==> src/rtl/exp3_pkg.sv <==
// Shared definitions for the exp3 memory-game control unit: state codes
// (also shown on the debug display) and the display width.
package exp3_pkg;

  localparam int DB_ESTADO_W = 4;

  typedef enum logic [DB_ESTADO_W-1:0] {
    INICIAL     = 4'h0,
    PREPARACAO  = 4'h1,
    ESPERA      = 4'h2,
    REGISTRA    = 4'h4,
    COMPARACAO  = 4'h5,
    PROXIMO     = 4'h6,
    FIM_ACERTO  = 4'hA,
    FIM_TIMEOUT = 4'hD,
    FIM_ERRO    = 4'hE
  } estado_t;

endpackage

==> src/rtl/edge_detector.sv <==
// Rising-edge detector: one-cycle pulso for each 0->1 transition of sinal.
module edge_detector (
  input  logic clock,
  input  logic reset,
  input  logic sinal,
  output logic pulso
);

  logic r_sinal_q;

  always_ff @(posedge clock or negedge reset) begin
    if (!reset) begin
      r_sinal_q <= 1'b0;
    end else begin
      r_sinal_q <= sinal;
    end
  end

  assign pulso = sinal & ~r_sinal_q;

endmodule

==> src/rtl/exp3_unidade_controle.sv <==
// Moore FSM sequencing the exp3 memory game: start, wait for move, register,
// compare, advance or finish (win / error / idle timeout).
module exp3_unidade_controle
  import exp3_pkg::*;
#(
  parameter int TIMEOUT_CYCLES = 3000
) (
  input  logic                   clock,
  input  logic                   reset,
  input  logic                   iniciar,
  input  logic                   jogada,
  input  logic                   igual,
  input  logic                   fimC,
  output logic                   zeraC,
  output logic                   contaC,
  output logic                   zeraR,
  output logic                   registraR,
  output logic                   pronto,
  output logic                   acertou,
  output logic                   errou,
  output logic                   timeout,
  output logic [DB_ESTADO_W-1:0] db_estado
);

  localparam int CW = $clog2(TIMEOUT_CYCLES);
  localparam logic [CW-1:0] CNT_MAX = CW'(TIMEOUT_CYCLES - 1);

  estado_t       r_estado;
  estado_t       w_estado_next;
  logic [CW-1:0] r_cnt;
  logic          w_jogada_pulso;

  edge_detector u_edge_jogada (
    .clock (clock),
    .reset (reset),
    .sinal (jogada),
    .pulso (w_jogada_pulso)
  );

  always_ff @(posedge clock or negedge reset) begin
    if (!reset) begin
      r_estado <= INICIAL;
    end else begin
      r_estado <= w_estado_next;
    end
  end

  // Idle counter only runs while waiting for a move; saturates at the limit.
  always_ff @(posedge clock or negedge reset) begin
    if (!reset) begin
      r_cnt <= '0;
    end else if (r_estado == ESPERA) begin
      if (r_cnt != CNT_MAX) begin
        r_cnt <= r_cnt + 1'b1;
      end
    end else begin
      r_cnt <= '0;
    end
  end

  always_comb begin
    w_estado_next = INICIAL;
    zeraC         = 1'b0;
    contaC        = 1'b0;
    zeraR         = 1'b0;
    registraR     = 1'b0;
    pronto        = 1'b0;
    acertou       = 1'b0;
    errou         = 1'b0;
    timeout       = 1'b0;
    case (r_estado)
      INICIAL: begin
        w_estado_next = iniciar ? PREPARACAO : INICIAL;
      end
      PREPARACAO: begin
        zeraC         = 1'b1;
        zeraR         = 1'b1;
        w_estado_next = ESPERA;
      end
      ESPERA: begin
        // A move arriving on the last allowed cycle still counts.
        if (w_jogada_pulso) begin
          w_estado_next = REGISTRA;
        end else if (r_cnt == CNT_MAX) begin
          w_estado_next = FIM_TIMEOUT;
        end else begin
          w_estado_next = ESPERA;
        end
      end
      REGISTRA: begin
        registraR     = 1'b1;
        w_estado_next = COMPARACAO;
      end
      COMPARACAO: begin
        if (!igual) begin
          w_estado_next = FIM_ERRO;
        end else if (fimC) begin
          w_estado_next = FIM_ACERTO;
        end else begin
          w_estado_next = PROXIMO;
        end
      end
      PROXIMO: begin
        contaC        = 1'b1;
        w_estado_next = ESPERA;
      end
      FIM_ACERTO: begin
        pronto        = 1'b1;
        acertou       = 1'b1;
        w_estado_next = iniciar ? PREPARACAO : FIM_ACERTO;
      end
      FIM_ERRO: begin
        pronto        = 1'b1;
        errou         = 1'b1;
        w_estado_next = iniciar ? PREPARACAO : FIM_ERRO;
      end
      FIM_TIMEOUT: begin
        pronto        = 1'b1;
        timeout       = 1'b1;
        w_estado_next = iniciar ? PREPARACAO : FIM_TIMEOUT;
      end
      default: begin
        w_estado_next = INICIAL;
      end
    endcase
  end

  assign db_estado = r_estado;

endmodule

==> config.mk <==
export PLATFORM = sky130hd
export DESIGN_NAME = exp3_unidade_controle
export DESIGN_NICKNAME = d
export VERILOG_FILES = /design/src/rtl/exp3_pkg.sv /design/src/rtl/edge_detector.sv /design/src/rtl/exp3_unidade_controle.sv
export SDC_FILE = /design/constraint.sdc
export NUM_CORES = 1
export LEC_CHECK = 0
export CAP_MARGIN = 5
export CORE_MARGIN = 2
export CORE_UTILIZATION = 54
export DETAILED_ROUTE_END_ITERATION = 7
export DONT_BUFFER_PORTS = 1
export HOLD_SLACK_MARGIN = 0.02
export PLACE_DENSITY = 0.72
export SYNTH_ARGS = -nofsm -noshare
export SYNTH_HDL_FRONTEND = slang
export SYNTH_SLANG_ARGS = --single-unit
export TNS_END_PERCENT = 1
==> constraint.sdc <==
create_clock -name clock -period 1.6 [get_ports clock]
set_input_delay 0.32 -clock clock [delete_from_list [all_inputs] [get_ports clock]]
set_output_delay 0.32 -clock clock [all_outputs]
set_load 0.02 [all_outputs]
Word level (Yosys, flattened, before mapping) --
Cells that the tools add are included.
Operators by class: add/subtract/negate cells 1, multipliers 0, divide/modulo/power cells 0, order comparisons 0, equality and inequality tests 11, shift operators 0, muxes and demuxes 18, bitwise operators 2, reductions and logical operators 3
Operator list (number):
- $pmux W4 S8 | 1
- $mux W4 | 7
- $mux W12 | 2
- $add A12 B1 Y12 const B | 1
- $eq A12 B12 Y1 const B | 1
- $eq A4 B3 Y1 const B | 3
- $eq A4 B4 Y1 const B | 3
- $ne A12 B12 Y1 const B | 1
- $mux W1 | 8
- $eq A4 B1 Y1 const B | 1
- $eq A4 B2 Y1 const B | 1
- $logic_not A4 Y1 | 1
- $reduce_or A3 Y1 | 1
- $ne A2 B1 Y1 const B | 1
- $reduce_or A2 Y1 | 1
- $and A1 B1 Y1 | 1
- $not A1 Y1 | 1
Storage, ports and cells: register bits 17, bits in latches 0, memory bits (writable) 0, memory bits (read-only) 0, bits of input ports 6, logic and storage cells 38, memories kept 0

Longest topological paths before layout --
word-level depth 4, gate-level depth with buffers 5, depth with buffers taken out 4

By module --
From an unflattened synthesis, not the netlist that was laid out.
Unflattened totals: cells, all modules 103, area total of the unflattened synthesis 983.4 sq um
Modules (own cells, without submodules):
- exp3_unidade_controle | times used 1, cells each 101, area each 944.7 sq um, seq. area each 400.4 sq um
- edge_detector | times used 1, cells each 2, area each 38.8 sq um, seq. area each 25.0 sq um

Least setup slack after synthesis --
OpenSTA, ideal clock, no wires.
path type reg-to-output, start point reg r_estado[1], in the netlist db_estado[1], end point out zeraR, arrival 1.567 ns, required time 1.280 ns, path slack -0.287 ns, cell stages (with the launch flop) 5, buffers on the path 2, cells stage by stage dfrtp_1 -> buf_2 -> nand2b_1 -> nor3_1 -> buf_4
Between the ends: longest elaborated chain between the ends 2
RTL lines:
- from (decl) | RTL line exp3_unidade_controle.sv:28 | estado_t r_estado;
- from (signal assigned) | RTL line exp3_unidade_controle.sv:44 | r_estado <= w_estado_next;
- $eq A4 B1 Y1
- $mux W1
- to (decl) | RTL line exp3_unidade_controle.sv:16 | output logic zeraR,
Every way passes these cells.

Worst setup path after layout --
start point reg r_estado[1], in the netlist db_estado[1], end point out registraR
Between the ends: longest elaborated chain between the ends 2
RTL lines:
- $eq A4 B3 Y1 | RTL line exp3_unidade_controle.sv:71 | case (r_estado)
- $mux W1 | RTL line exp3_unidade_controle.sv:71
- to (decl) | RTL line exp3_unidade_controle.sv:17 | output logic registraR,
Every way passes these cells.

==> run summary <==
run status = finished, violations left
failing checks = setup timing
Ys Warns = 0
via count = 934
Slowest-stage cell, CP = dfrtp_1
WS Path Type = reg -> out
commonest non-fill, non-tap cell in the layout = dfrtp_1
synthesized flop and latch total = 17
Clock Path Buffers = 2
CTS tree = done
post-route cell area = 1310 sq um
largest fanout on the critical path = 9
Syn Inst Count = 105
clock root cell = clkbuf_4
number of synthesized flops with an enable pin = 0
TritonRoute pass-1 iters = 4
die height = 46.7 um
RSZ-0062 raised after global routing = true
Final Hold Vio Count = 0
Worst Min Path Start = jogada
Syn-to-layout area delta = 33.0%
Peak VDD IR = 0.802 mV
# fillers = 119
sequential fraction of the synthesis area = 43.1%
Clk Latency, worst-skew pair = 0.29 ns
crit start category = flip-flop
Seq pwr share = 31.0%
Power Dens Cells = 1310 nW/um^2
drt wl/cell = 16.4 um
Num Clock Sinks = 17
combinational power share = 55.0%
# IOs = 18
commonest non-fill, non-tap cells in the layout = 16 x dfrtp_1, 15 x buf_4, 7 x nand2_1, 7 x nand3_1, 7 x a21oi_1
Critical Path RT = 1.28 ns
ANT nets after route = 0
largest net degree at the start of global routing = 18
routed wire length = 2460 um
DRC = 0
vias in the first global route = 756
final hold slack = 0.0405 ns
Sw Ratio = 40.4%
min Tclk post-route = 1.66 ns
setup violators final = 8
diodes inserted = 0
predominant post-synthesis flop cell = dfrtp_1
Die Wd = 46.7 um
Initial Util = 57.1%
Post-DP Area = 1130 sq um
share of layout cells above drive strength 1 = 35.2%
multi-input logic area = 596 sq um
Cell variety after synth = 36
Sequential Area = 427 sq um
syn nets = 112
clock transition at the registers of the reported paths = 0.11 ns
FMAX = 601 MHz
Lkg Pwr = 0.506 nW
post-DR vias/cell = 6.23
Nets = 133
Critical Path AT = 1.34 ns
syn_area_per_cell = 9.39 sq um
initial antenna violation count = 0
asr flop ratio synth = 100%
Int Power = 1.02 mW
Overall Power = 1.71 mW
fin worst setup slack = -0.0634 ns
maxcap violations = 0
crit path from = db_estado[1]
CP Capture Type = output port
H-tree depth = 1
clock skew = 0.00250 ns
GP Congestion = 0.885
global route overflow = 0
Setup WS pre-CTS = 0.0611 ns
CP cell instances = buf_6, nor4b_4, buf_4
Psw = 693 uW
TritonCTS buffer count = 3
Slew headroom = 47.9%
Detailed Place HPWL = 1640 um
ratio of final minimum period to clock period = 104%
Slew Limit Fails = 0
CP max stage delay = 0.42 ns
Synth Cell Area = 986 sq um
aggregate global-route resource usage = 23.4%
die area = 2180 sq um
clock share of power = 14.0%
# rows = 15
initial DRC count = 31
Port Buffer Count = 0
core area = 1730 sq um
setup TNS = -0.301 ns
worst-margin pin slew = 0.780 ns
global-route wire length before repair = 3570 um
hold crit path type = in -> reg
Worst R2R Start = db_estado[0]
flip-flops by register name, indices dropped and copies added (netlist names):
register	cells
u_edge_jogada.r_sinal_q	1
r_cnt	12
db_estado	4
power groups by stage:
| stage | Sequential (mW) | Combinational (mW) | Clock, mW |
|---|---|---|---|
| 6_report | 0.532 | 0.942 | 0.240 |
| 5_1_grt | 0.538 | 1.01 | 0.255 |
| 4_1_cts | 0.522 | 0.837 | 0.232 |
| 3_5_place_dp | 0.527 | 0.716 | 0 |
| 3_3_place_gp | 0.521 | 0.705 | 0 |
| 2_1_floorplan | 0.570 | 0.478 | 0 |
final timing paths:
path	to	slack, ns	cells past startpoint
setup / recovery	registraR	-0.06	3
setup reg to reg	db_estado[2]	-0.01	4
min in group asynchronous	db_estado[1]	0.54	1
hold reg to reg	r_cnt[2]	0.57	1
max in group asynchronous	db_estado[0]	0.53	1
hold / removal	u_edge_jogada.r_sinal_q	0.04	0
critical path: cells and delay by family (launching register included):
kind,cells,cell delay [ns]
flops,1,0.42
simple gates,1,0.29
buf+inv,2,0.34
timing repair:
item,4_1_cts,5_1_grt
endpoints found under the setup margin,7,17
cloned,0,1
pin swaps,1,5
setup buffers,0,1
hold endpoints to repair,17,0
gates resized for setup,13,13
hold buffers,1,0
per-stage QoR:
stage	utilization [%]	std cells
6_report	75.9	150
5_1_grt	75.9	150
2_1_floorplan	-	105
4_1_cts	70.7	148
3_5_place_dp	65.4	143
3_3_place_gp	65.4	143
cell families after synthesis:
group                    Yosys count  share of synthesized area [%]
AND/OR/NAND/NOR                   46                           29.2
AO/OA/AOI/OAI                     26                           16.4
flip-flops                        17                           43.1
buffers and inverters             11                           6.22
XOR/XNOR                           2                           1.78
multiplexers                       2                           2.03
adder cells (fa/ha/maj)            1                           1.27
metal layers:
layer | vias up | global-route usage (%) | wire length (um)
met4 | 0 | 9.44 | 39
met1 | 453 | 35.9 | 1150
met2 | 45 | 33.3 | 1110
li1 | 432 | - | -
met3 | 4 | 3.46 | 151
met5 | - | 0 | 0
area by class of cell:
type / count / share of cell area, %
inverters: 5 / 1.43
clock inverters: 1 / 0.382
repair buffers: 22 / 16.1
flip-flops and latches: 17 / 32.5
multi-input cells: 77 / 45.4
well taps: 25 / 2.39
clock buffers: 3 / 1.72
cells in the mapped netlist, drive strengths merged, types with 2 or more instances:
master	n	area (sq um)
o31ai	4	30.0
a21oi	9	45.0
nand2b	4	25.0
or3	5	31.3
inv	5	18.8
mux2i	2	20.0
o221ai	3	26.3
nor4b	2	23.8
nand3	8	40.0
buf	5	38.8
o21ai	6	30.0
nand2	7	26.3
nand4	2	12.5
nor2b	2	12.5
dfrtp	17	425
nor2	3	11.3
or4	5	37.5
a31oi	2	12.5
No activity file was read; power rests on OpenSTA's default activity.
